==> src/rtl/dwr_arb_if.sv <==
// Bundle of the internal register bus, requester streams and DDR write master stream for dwr_arb.
// Streams are valid-only: a word moves on every cycle its vout is high with no per-word backpressure; m_rdy gates whole bursts.
interface dwr_arb_if #(
  parameter int NUM_REQ = 2
);
  logic                    ibus_cs;
  logic                    ibus_wr;
  logic [7:0]              ibus_addr;
  logic [31:0]             ibus_wrdata;
  logic [31:0]             ibus_rddata;
  logic [NUM_REQ-1:0]      req_req;
  logic [NUM_REQ-1:0]      req_ack;
  logic [NUM_REQ*32-1:0]   req_dout;
  logic [NUM_REQ-1:0]      req_vout;
  logic                    m_rdy;
  logic [31:0]             m_dout;
  logic                    m_vout;
  logic                    m_sop;
  logic [1:0]              m_src;

  modport slave (
    input  ibus_cs, ibus_wr, ibus_addr, ibus_wrdata, req_req, req_dout, req_vout, m_rdy,
    output ibus_rddata, req_ack, m_dout, m_vout, m_sop, m_src
  );

  modport master (
    output ibus_cs, ibus_wr, ibus_addr, ibus_wrdata, req_req, req_dout, req_vout, m_rdy,
    input  ibus_rddata, req_ack, m_dout, m_vout, m_sop, m_src
  );
endinterface

==> src/rtl/dwr_arb.sv <==
// Burst arbiter sharing one DDR write master among NUM_REQ requesters, with a registered forwarding mux
// and ctrl/status/burst-count registers. The FSM state is visible in status[1:0].
module dwr_arb #(
  parameter int NUM_REQ = 2,
  parameter int TIMEOUT = 1023
) (
  input  logic     clk,
  input  logic     rst,
  dwr_arb_if.slave bus
);

  typedef enum logic [1:0] {
    IDLE  = 2'd0,
    GRANT = 2'd1,
    DATA  = 2'd2,
    POST  = 2'd3
  } state_t;

  state_t             state_q, state_d;
  logic               enb_q, enb_d;
  logic               mode_q, mode_d;
  logic [3:0]         mask_q, mask_d;
  logic [1:0]         gid_q, gid_d;
  logic [1:0]         rr_q, rr_d;
  logic [NUM_REQ-1:0] ack_q, ack_d;
  logic [8:0]         left_q, left_d;
  logic               addr_seen_q, addr_seen_d;
  logic [9:0]         idle_q, idle_d;
  logic               err_q, err_d;
  logic               perr_q, perr_d;
  logic [31:0]        bcnt_q, bcnt_d;
  logic [31:0]        mdout_q, mdout_d;
  logic               mvout_q, mvout_d;
  logic               msop_q, msop_d;
  logic [1:0]         msrc_q, msrc_d;

  logic               wr_en, sel_ctrl, sel_stat, sel_bcnt;
  logic [NUM_REQ-1:0] cand, gid_oh, win_oh;
  logic [3:0]         cand4;
  logic [1:0]         start, idx, win;
  logic               found;
  logic               sel_vout, stray, bcnt_inc;
  logic [31:0]        sel_dout;
  logic               unused_ok;

  assign wr_en    = bus.ibus_cs & bus.ibus_wr;
  assign sel_ctrl = (bus.ibus_addr[7:2] == 6'd0);
  assign sel_stat = (bus.ibus_addr[7:2] == 6'd1);
  assign sel_bcnt = (bus.ibus_addr[7:2] == 6'd2);
  assign unused_ok = ^{bus.ibus_addr[1:0], bus.ibus_wrdata[31:12], bus.ibus_wrdata[7:5], bus.ibus_wrdata[3:1]};

  assign cand  = bus.req_req & mask_q[NUM_REQ-1:0];
  assign cand4 = 4'(cand);
  assign start = mode_q ? 2'd0 : rr_q;

  // Rotating search from start; fixed mode just pins start at requester 0.
  always_comb begin
    found = 1'b0;
    win   = 2'd0;
    idx   = 2'd0;
    for (int k = 0; k < NUM_REQ; k++) begin
      idx = 2'((int'(start) + k) % NUM_REQ);
      if (!found && cand4[idx]) begin
        found = 1'b1;
        win   = idx;
      end
    end
  end

  always_comb begin
    gid_oh   = '0;
    win_oh   = '0;
    sel_dout = '0;
    for (int i = 0; i < NUM_REQ; i++) begin
      gid_oh[i] = (gid_q == 2'(i));
      win_oh[i] = (win == 2'(i));
      if (gid_q == 2'(i)) sel_dout = bus.req_dout[i*32 +: 32];
    end
  end

  assign sel_vout = |(bus.req_vout & gid_oh);
  assign stray    = (state_q == IDLE) ? (|bus.req_vout) : (|(bus.req_vout & ~gid_oh));

  always_comb begin
    state_d     = state_q;
    enb_d       = enb_q;
    mode_d      = mode_q;
    mask_d      = mask_q;
    gid_d       = gid_q;
    rr_d        = rr_q;
    ack_d       = '0;
    left_d      = left_q;
    addr_seen_d = addr_seen_q;
    idle_d      = idle_q;
    err_d       = err_q;
    perr_d      = perr_q;
    mdout_d     = mdout_q;
    mvout_d     = 1'b0;
    msop_d      = 1'b0;
    msrc_d      = msrc_q;
    bcnt_inc    = 1'b0;

    if (wr_en && sel_ctrl) begin
      enb_d  = bus.ibus_wrdata[0];
      mode_d = bus.ibus_wrdata[4];
      mask_d = bus.ibus_wrdata[11:8];
    end
    if (wr_en && sel_stat) begin
      err_d  = 1'b0;
      perr_d = 1'b0;
    end

    if (!enb_q) begin
      state_d = IDLE;
    end else begin
      if (stray) perr_d = 1'b1;
      if (state_q == GRANT || state_q == DATA) begin
        mvout_d = sel_vout;
        msrc_d  = gid_q;
        if (sel_vout) mdout_d = sel_dout;
      end
      case (state_q)
        IDLE: begin
          if (found && bus.m_rdy) begin
            gid_d   = win;
            rr_d    = 2'((int'(win) + 1) % NUM_REQ);
            ack_d   = win_oh;
            state_d = GRANT;
          end
        end
        GRANT: begin
          if (sel_vout) begin
            msop_d      = 1'b1;
            left_d      = 9'(sel_dout[7:0]) + 9'd1;
            addr_seen_d = 1'b0;
            idle_d      = '0;
            state_d     = DATA;
          end else begin
            perr_d  = 1'b1;
            state_d = POST;
          end
        end
        DATA: begin
          if (sel_vout) begin
            idle_d = '0;
            if (!addr_seen_q) begin
              addr_seen_d = 1'b1;
            end else begin
              left_d = left_q - 9'd1;
              if (left_q == 9'd1) begin
                bcnt_inc = 1'b1;
                state_d  = POST;
              end
            end
          end else if (idle_q == 10'(TIMEOUT - 1)) begin
            err_d   = 1'b1;
            state_d = POST;
          end else begin
            idle_d = idle_q + 10'd1;
          end
        end
        default: state_d = IDLE;
      endcase
    end

    // A software clear beats a same-cycle burst completion.
    if (wr_en && sel_bcnt) bcnt_d = '0;
    else                   bcnt_d = bcnt_q + 32'(bcnt_inc);
  end

  always_ff @(posedge clk) begin
    if (rst) begin
      state_q     <= IDLE;
      enb_q       <= 1'b0;
      mode_q      <= 1'b0;
      mask_q      <= '0;
      gid_q       <= '0;
      rr_q        <= '0;
      ack_q       <= '0;
      left_q      <= '0;
      addr_seen_q <= 1'b0;
      idle_q      <= '0;
      err_q       <= 1'b0;
      perr_q      <= 1'b0;
      bcnt_q      <= '0;
      mdout_q     <= '0;
      mvout_q     <= 1'b0;
      msop_q      <= 1'b0;
      msrc_q      <= '0;
    end else begin
      state_q     <= state_d;
      enb_q       <= enb_d;
      mode_q      <= mode_d;
      mask_q      <= mask_d;
      gid_q       <= gid_d;
      rr_q        <= rr_d;
      ack_q       <= ack_d;
      left_q      <= left_d;
      addr_seen_q <= addr_seen_d;
      idle_q      <= idle_d;
      err_q       <= err_d;
      perr_q      <= perr_d;
      bcnt_q      <= bcnt_d;
      mdout_q     <= mdout_d;
      mvout_q     <= mvout_d;
      msop_q      <= msop_d;
      msrc_q      <= msrc_d;
    end
  end

  always_comb begin
    bus.ibus_rddata = '0;
    if (bus.ibus_cs) begin
      if (sel_ctrl)      bus.ibus_rddata = {20'b0, mask_q, 3'b0, mode_q, 3'b0, enb_q};
      else if (sel_stat) bus.ibus_rddata = {22'b0, perr_q, err_q, 2'b0, gid_q, 2'b0, state_q};
      else if (sel_bcnt) bus.ibus_rddata = bcnt_q;
    end
  end

  assign bus.req_ack = ack_q;
  assign bus.m_dout  = mdout_q;
  assign bus.m_vout  = mvout_q;
  assign bus.m_sop   = msop_q;
  assign bus.m_src   = msrc_q;

endmodule

==> src/flat_wrapper.sv <==
// flat-port wrapper written by rule: the top's interface ports become plain ports
module dwr_arb_flat 
#(
  parameter int NUM_REQ = 2,
  parameter int TIMEOUT = 1023
)
  (clk, rst, bus_ibus_cs, bus_ibus_wr, bus_ibus_addr, bus_ibus_wrdata, bus_req_req, bus_req_dout, bus_req_vout, bus_m_rdy, bus_ibus_rddata, bus_req_ack, bus_m_dout, bus_m_vout, bus_m_sop, bus_m_src);
  dwr_arb_if #(.NUM_REQ(NUM_REQ)) bus_i ();
  input  logic clk;
  input  logic rst;
  input wire logic [$bits(bus_i.ibus_cs)-1:0] bus_ibus_cs;
  input wire logic [$bits(bus_i.ibus_wr)-1:0] bus_ibus_wr;
  input wire logic [$bits(bus_i.ibus_addr)-1:0] bus_ibus_addr;
  input wire logic [$bits(bus_i.ibus_wrdata)-1:0] bus_ibus_wrdata;
  input wire logic [$bits(bus_i.req_req)-1:0] bus_req_req;
  input wire logic [$bits(bus_i.req_dout)-1:0] bus_req_dout;
  input wire logic [$bits(bus_i.req_vout)-1:0] bus_req_vout;
  input wire logic [$bits(bus_i.m_rdy)-1:0] bus_m_rdy;
  output wire logic [$bits(bus_i.ibus_rddata)-1:0] bus_ibus_rddata;
  output wire logic [$bits(bus_i.req_ack)-1:0] bus_req_ack;
  output wire logic [$bits(bus_i.m_dout)-1:0] bus_m_dout;
  output wire logic [$bits(bus_i.m_vout)-1:0] bus_m_vout;
  output wire logic [$bits(bus_i.m_sop)-1:0] bus_m_sop;
  output wire logic [$bits(bus_i.m_src)-1:0] bus_m_src;
  assign bus_i.ibus_cs = bus_ibus_cs;
  assign bus_i.ibus_wr = bus_ibus_wr;
  assign bus_i.ibus_addr = bus_ibus_addr;
  assign bus_i.ibus_wrdata = bus_ibus_wrdata;
  assign bus_i.req_req = bus_req_req;
  assign bus_i.req_dout = bus_req_dout;
  assign bus_i.req_vout = bus_req_vout;
  assign bus_i.m_rdy = bus_m_rdy;
  assign bus_ibus_rddata = bus_i.ibus_rddata;
  assign bus_req_ack = bus_i.req_ack;
  assign bus_m_dout = bus_i.m_dout;
  assign bus_m_vout = bus_i.m_vout;
  assign bus_m_sop = bus_i.m_sop;
  assign bus_m_src = bus_i.m_src;
  dwr_arb #(.NUM_REQ(NUM_REQ), .TIMEOUT(TIMEOUT)) u_core (.clk(clk), .rst(rst), .bus(bus_i));
endmodule
==> config.mk <==
export PLATFORM = sky130hd
export DESIGN_NAME = dwr_arb_flat
export DESIGN_NICKNAME = d
export VERILOG_FILES = /design/src/rtl/dwr_arb_if.sv /design/src/rtl/dwr_arb.sv /design/src/flat_wrapper.sv
export SDC_FILE = /design/constraint.sdc
export NUM_CORES = 1
export LEC_CHECK = 0
export ABC_AREA = 1
export BUFFER_PORTS_ARGS = -buffer_cell sky130_fd_sc_hd__buf_2
export CELL_PAD_IN_SITES_DETAIL_PLACEMENT = 0
export CELL_PAD_IN_SITES_GLOBAL_PLACEMENT = 2
export CORE_ASPECT_RATIO = 1.1
export CORE_MARGIN = 8
export CORE_UTILIZATION = 26
export DETAILED_ROUTE_END_ITERATION = 16
export GPL_ROUTABILITY_DRIVEN = 0
export HOLD_SLACK_MARGIN = 0.03
export PLACE_DENSITY = 0.87
export SLEW_MARGIN = 25
export SYNTH_ARGS = -nofsm -noshare
export SYNTH_HDL_FRONTEND = slang
export SYNTH_SLANG_ARGS = --single-unit
==> constraint.sdc <==
create_clock -name clk -period 3.1 [get_ports clk]
set_clock_uncertainty 0.2 [all_clocks]
set_input_delay 0.155 -clock clk [delete_from_list [all_inputs] [get_ports clk]]
set_output_delay 0.155 -clock clk [all_outputs]
set_load 0.02 [all_outputs]
==> run summary <==
Status: finished clean
R2R depth: 8
Adder-cell share of the synthesized area: 2.461%
Synth Register Bits: 101
Total GRT Usage: 15.16%
CP max FO: 44
Design area: 7664 sq um
Initial Util: 26.34%
Longest Clk Path Bufs: 2
Largest family of logic cells by synthesized area: simple AND/OR/NAND/NOR gates
CP Class: reg2reg
Routed vias: 6249
Final ANT Viol Nets: 0
Worst-Skew Late Latency: 360 ps
CTS Buf Count: 9
First-pass GRT wire length: 32.37 mm
Die width: 155.8 um
RSZ-0062 raised after global routing: false
DR DRC count: 0
Synth top area share: 36.15%
IO buf count: 153
Final Hold Fails: 0
Number of global-route vias before repair: 6451
Net Count, Synth: 982
Final Hold Slack: 46.45 ps
Root buffer cell: clkbuf_16
Relative slew slack: 63.84%
Area leader, netlist: dfxtp_1
Syn Inst Count: 858
Final-report max-slew violation count: 0
Worst hold stages: 5
Area of the multi-input gates: 3040 sq um
Avg Cell Area, Syn: 6.518 sq um
HP Start: bus_req_dout[38]
Vias per cell: 4.571
Fin crit period: 2823 ps
Die Area: 26470 sq um
Number of max-cap violations: 0
Max frequency: 0.3543 GHz
Hold Path Class: in2reg
Nets@finish: 1196
Die Ht: 169.8 um
Antenna violations before repair: 1
Core area: 21230 sq um
Setup tns final: 0 ps
Register-to-register setup slack: 280 ps
DP Area: 6643 sq um
Synth warn: 0
Row count: 56
Synthesized area: 5593 sq um
Worst-Margin Slew: 542.4 ps
Worst setup SP type: register
Simple-gate portion of the synthesized area: 34.05%
Post-synthesis sequential area ratio: 36.15%
Sink Count: 101
Fin cells: 1367
Critical R2R Capture: u_core.bus.m_dout[31]
DRT Wirelength: 19.48 mm
Dpl cells: 1282
DR iter-0 viols: 319
CP endpoint kind: register
Reg2reg start: u_core.state_q[1]
Ant. Diodes: 0
Library cells used by synthesis: 40
Tcrit/Tclk final: 91.06%
Pleak: 0.003271 uW
Pwr dens: 359.7 nW/um^2
Setup-failing EPs final: 0
Peak VDD IR: 0.2181 mV
Post-synthesis mux area share: 0%
Hpwl dp: 14.84 mm
H-tree depth: 3
CTS Hold Bufs: 69
Req. time, crit path: 3210 ps
Gates resized, CTS repair: 0
Synth top area cells: dfxtp_1 36%, nand2_1 15%, nor2_1 6.2%
Drt pass-1 iters: 4
Share of cells above drive strength 1: 19.59%
Setup bufs post-CTS: 0
Layout area overhead: 37.02%
Hold Path End: u_core.bus.m_dout[6]
Post-synthesis compound-gate area fraction: 16.85%
Flip-flop and latch area: 2022 sq um
Wire per inst: 14.25 um
# IOs: 183
CTS tree: done
Total gr overflow: 0
Synth Area in XOR/XNOR: 0.9396%
Fill count: 2312
Final Total Pwr: 2757 uW
Clock transition at path regs: 80 ps
Worst path arrival time: 2930 ps
Largest net degree at the start of global routing: 45
cell type report:
type / instances / share of cell area (%)
timing repair buffer: 234 / 20.18
clock inverter: 7 / 1.371
inverter: 95 / 4.718
clock buffer: 9 / 2.939
sequential: 101 / 26.38
multi-input combinational: 631 / 39.67
tap: 290 / 4.735
worst max-delay path, cell delays in order, from the launching register on:
cell and delay [ps]:
dfxtp_1 410, inv_1 90, ha_1 300, nand2_1 140, nor2_8 480, buf_4 320, o21ai_0 100, a31oi_1 150
dlygate4sd3_1 560
report_power, final:
part / leakage [uW] / switching [uW] / internal (uW) / total [uW]
sequential: 0.000813 / 0.316 / 1300 / 1300
combinational: 0.00230 / 90.8 / 91.0 / 182
clock: 0.000159 / 557 / 721 / 1280
total: 0.00327 / 648 / 2110 / 2760
registers in the layout, indices dropped and copies added (netlist names), 2 cells and up:
name and cells:
u_core.bcnt_q 32, u_core.bus.m_dout 32, u_core.bus.req_ack 2, u_core.idle_q 10, u_core.left_q 9, u_core.mask_q 4
u_core.state_q 2
layout by cell type, fill, tap and decap left out, drive strengths merged, types with 3 or more instances in the layout:
cell         instances
nand3               48
a211oi               4
dfxtp              101
inv                 98
or2                  5
xor2                 3
xnor2                3
nor2               101
nand2              234
clkbuf               9
dlygate4sd3         69
nor3                36
a31oi               29
a21oi               63
buf                165
nand4               15
ha                  11
o21ai               72
worst max path at each step:
stage	start	endpoint	slack (ps)	cells past startpoint
global route	u_core.gid_q[0]	u_core.bcnt_q[30]	60	16
detailed placement	u_core.gid_q[0]	u_core.bcnt_q[30]	390	17
CTS	u_core.state_q[1]	u_core.bus.m_dout[31]	280	8
global placement	u_core.gid_q[0]	u_core.bcnt_q[30]	430	17
finish	u_core.state_q[1]	u_core.bus.m_dout[31]	280	8
floorplan	u_core.state_q[0]	u_core.bcnt_q[30]	450	18
routing by layer:
layer / wire length (um) / global-route usage (%)
met4: 193 / 3.801
met1: 8581 / 17.70
met3: 1495 / 5.023
met5: 13 / 0
met2: 9197 / 26.19
cells by family after synthesis:
| family | count (synthesis) |
|---|---|
| fa+ha+maj | 11 |
| buf+inv | 126 |
| xor+xnor | 6 |
| compound gates | 173 |
| flops | 101 |
| simple gates | 440 |
| other cells | 1 |
cell usage after synthesis (all sizes together):
master / number
nor3b: 1
dfxtp: 101
clkbuf: 13
buf: 18
a211oi: 4
nor2: 101
inv: 95
ha: 11
a21oi: 63
nand4: 15
a31oi: 29
nand2: 234
o21ai: 72
or2: 5
xor2: 3
nand3: 48
conb: 1
nor3: 36
o21bai: 2
a22oi: 2
a31o: 1
xnor2: 3
per-stage QoR:
| step | utilization, % | worst slack [ps] |
|---|---|---|
| finish | 36.10 | 277.2 |
| global route | 36.10 | 60.67 |
| CTS | 36.10 | 281.8 |
| detailed placement | 31.29 | 388.3 |
| global placement | 31.29 | 426.6 |
| floorplan | - | 450.9 |
Power figures use the tool's default switching activity.
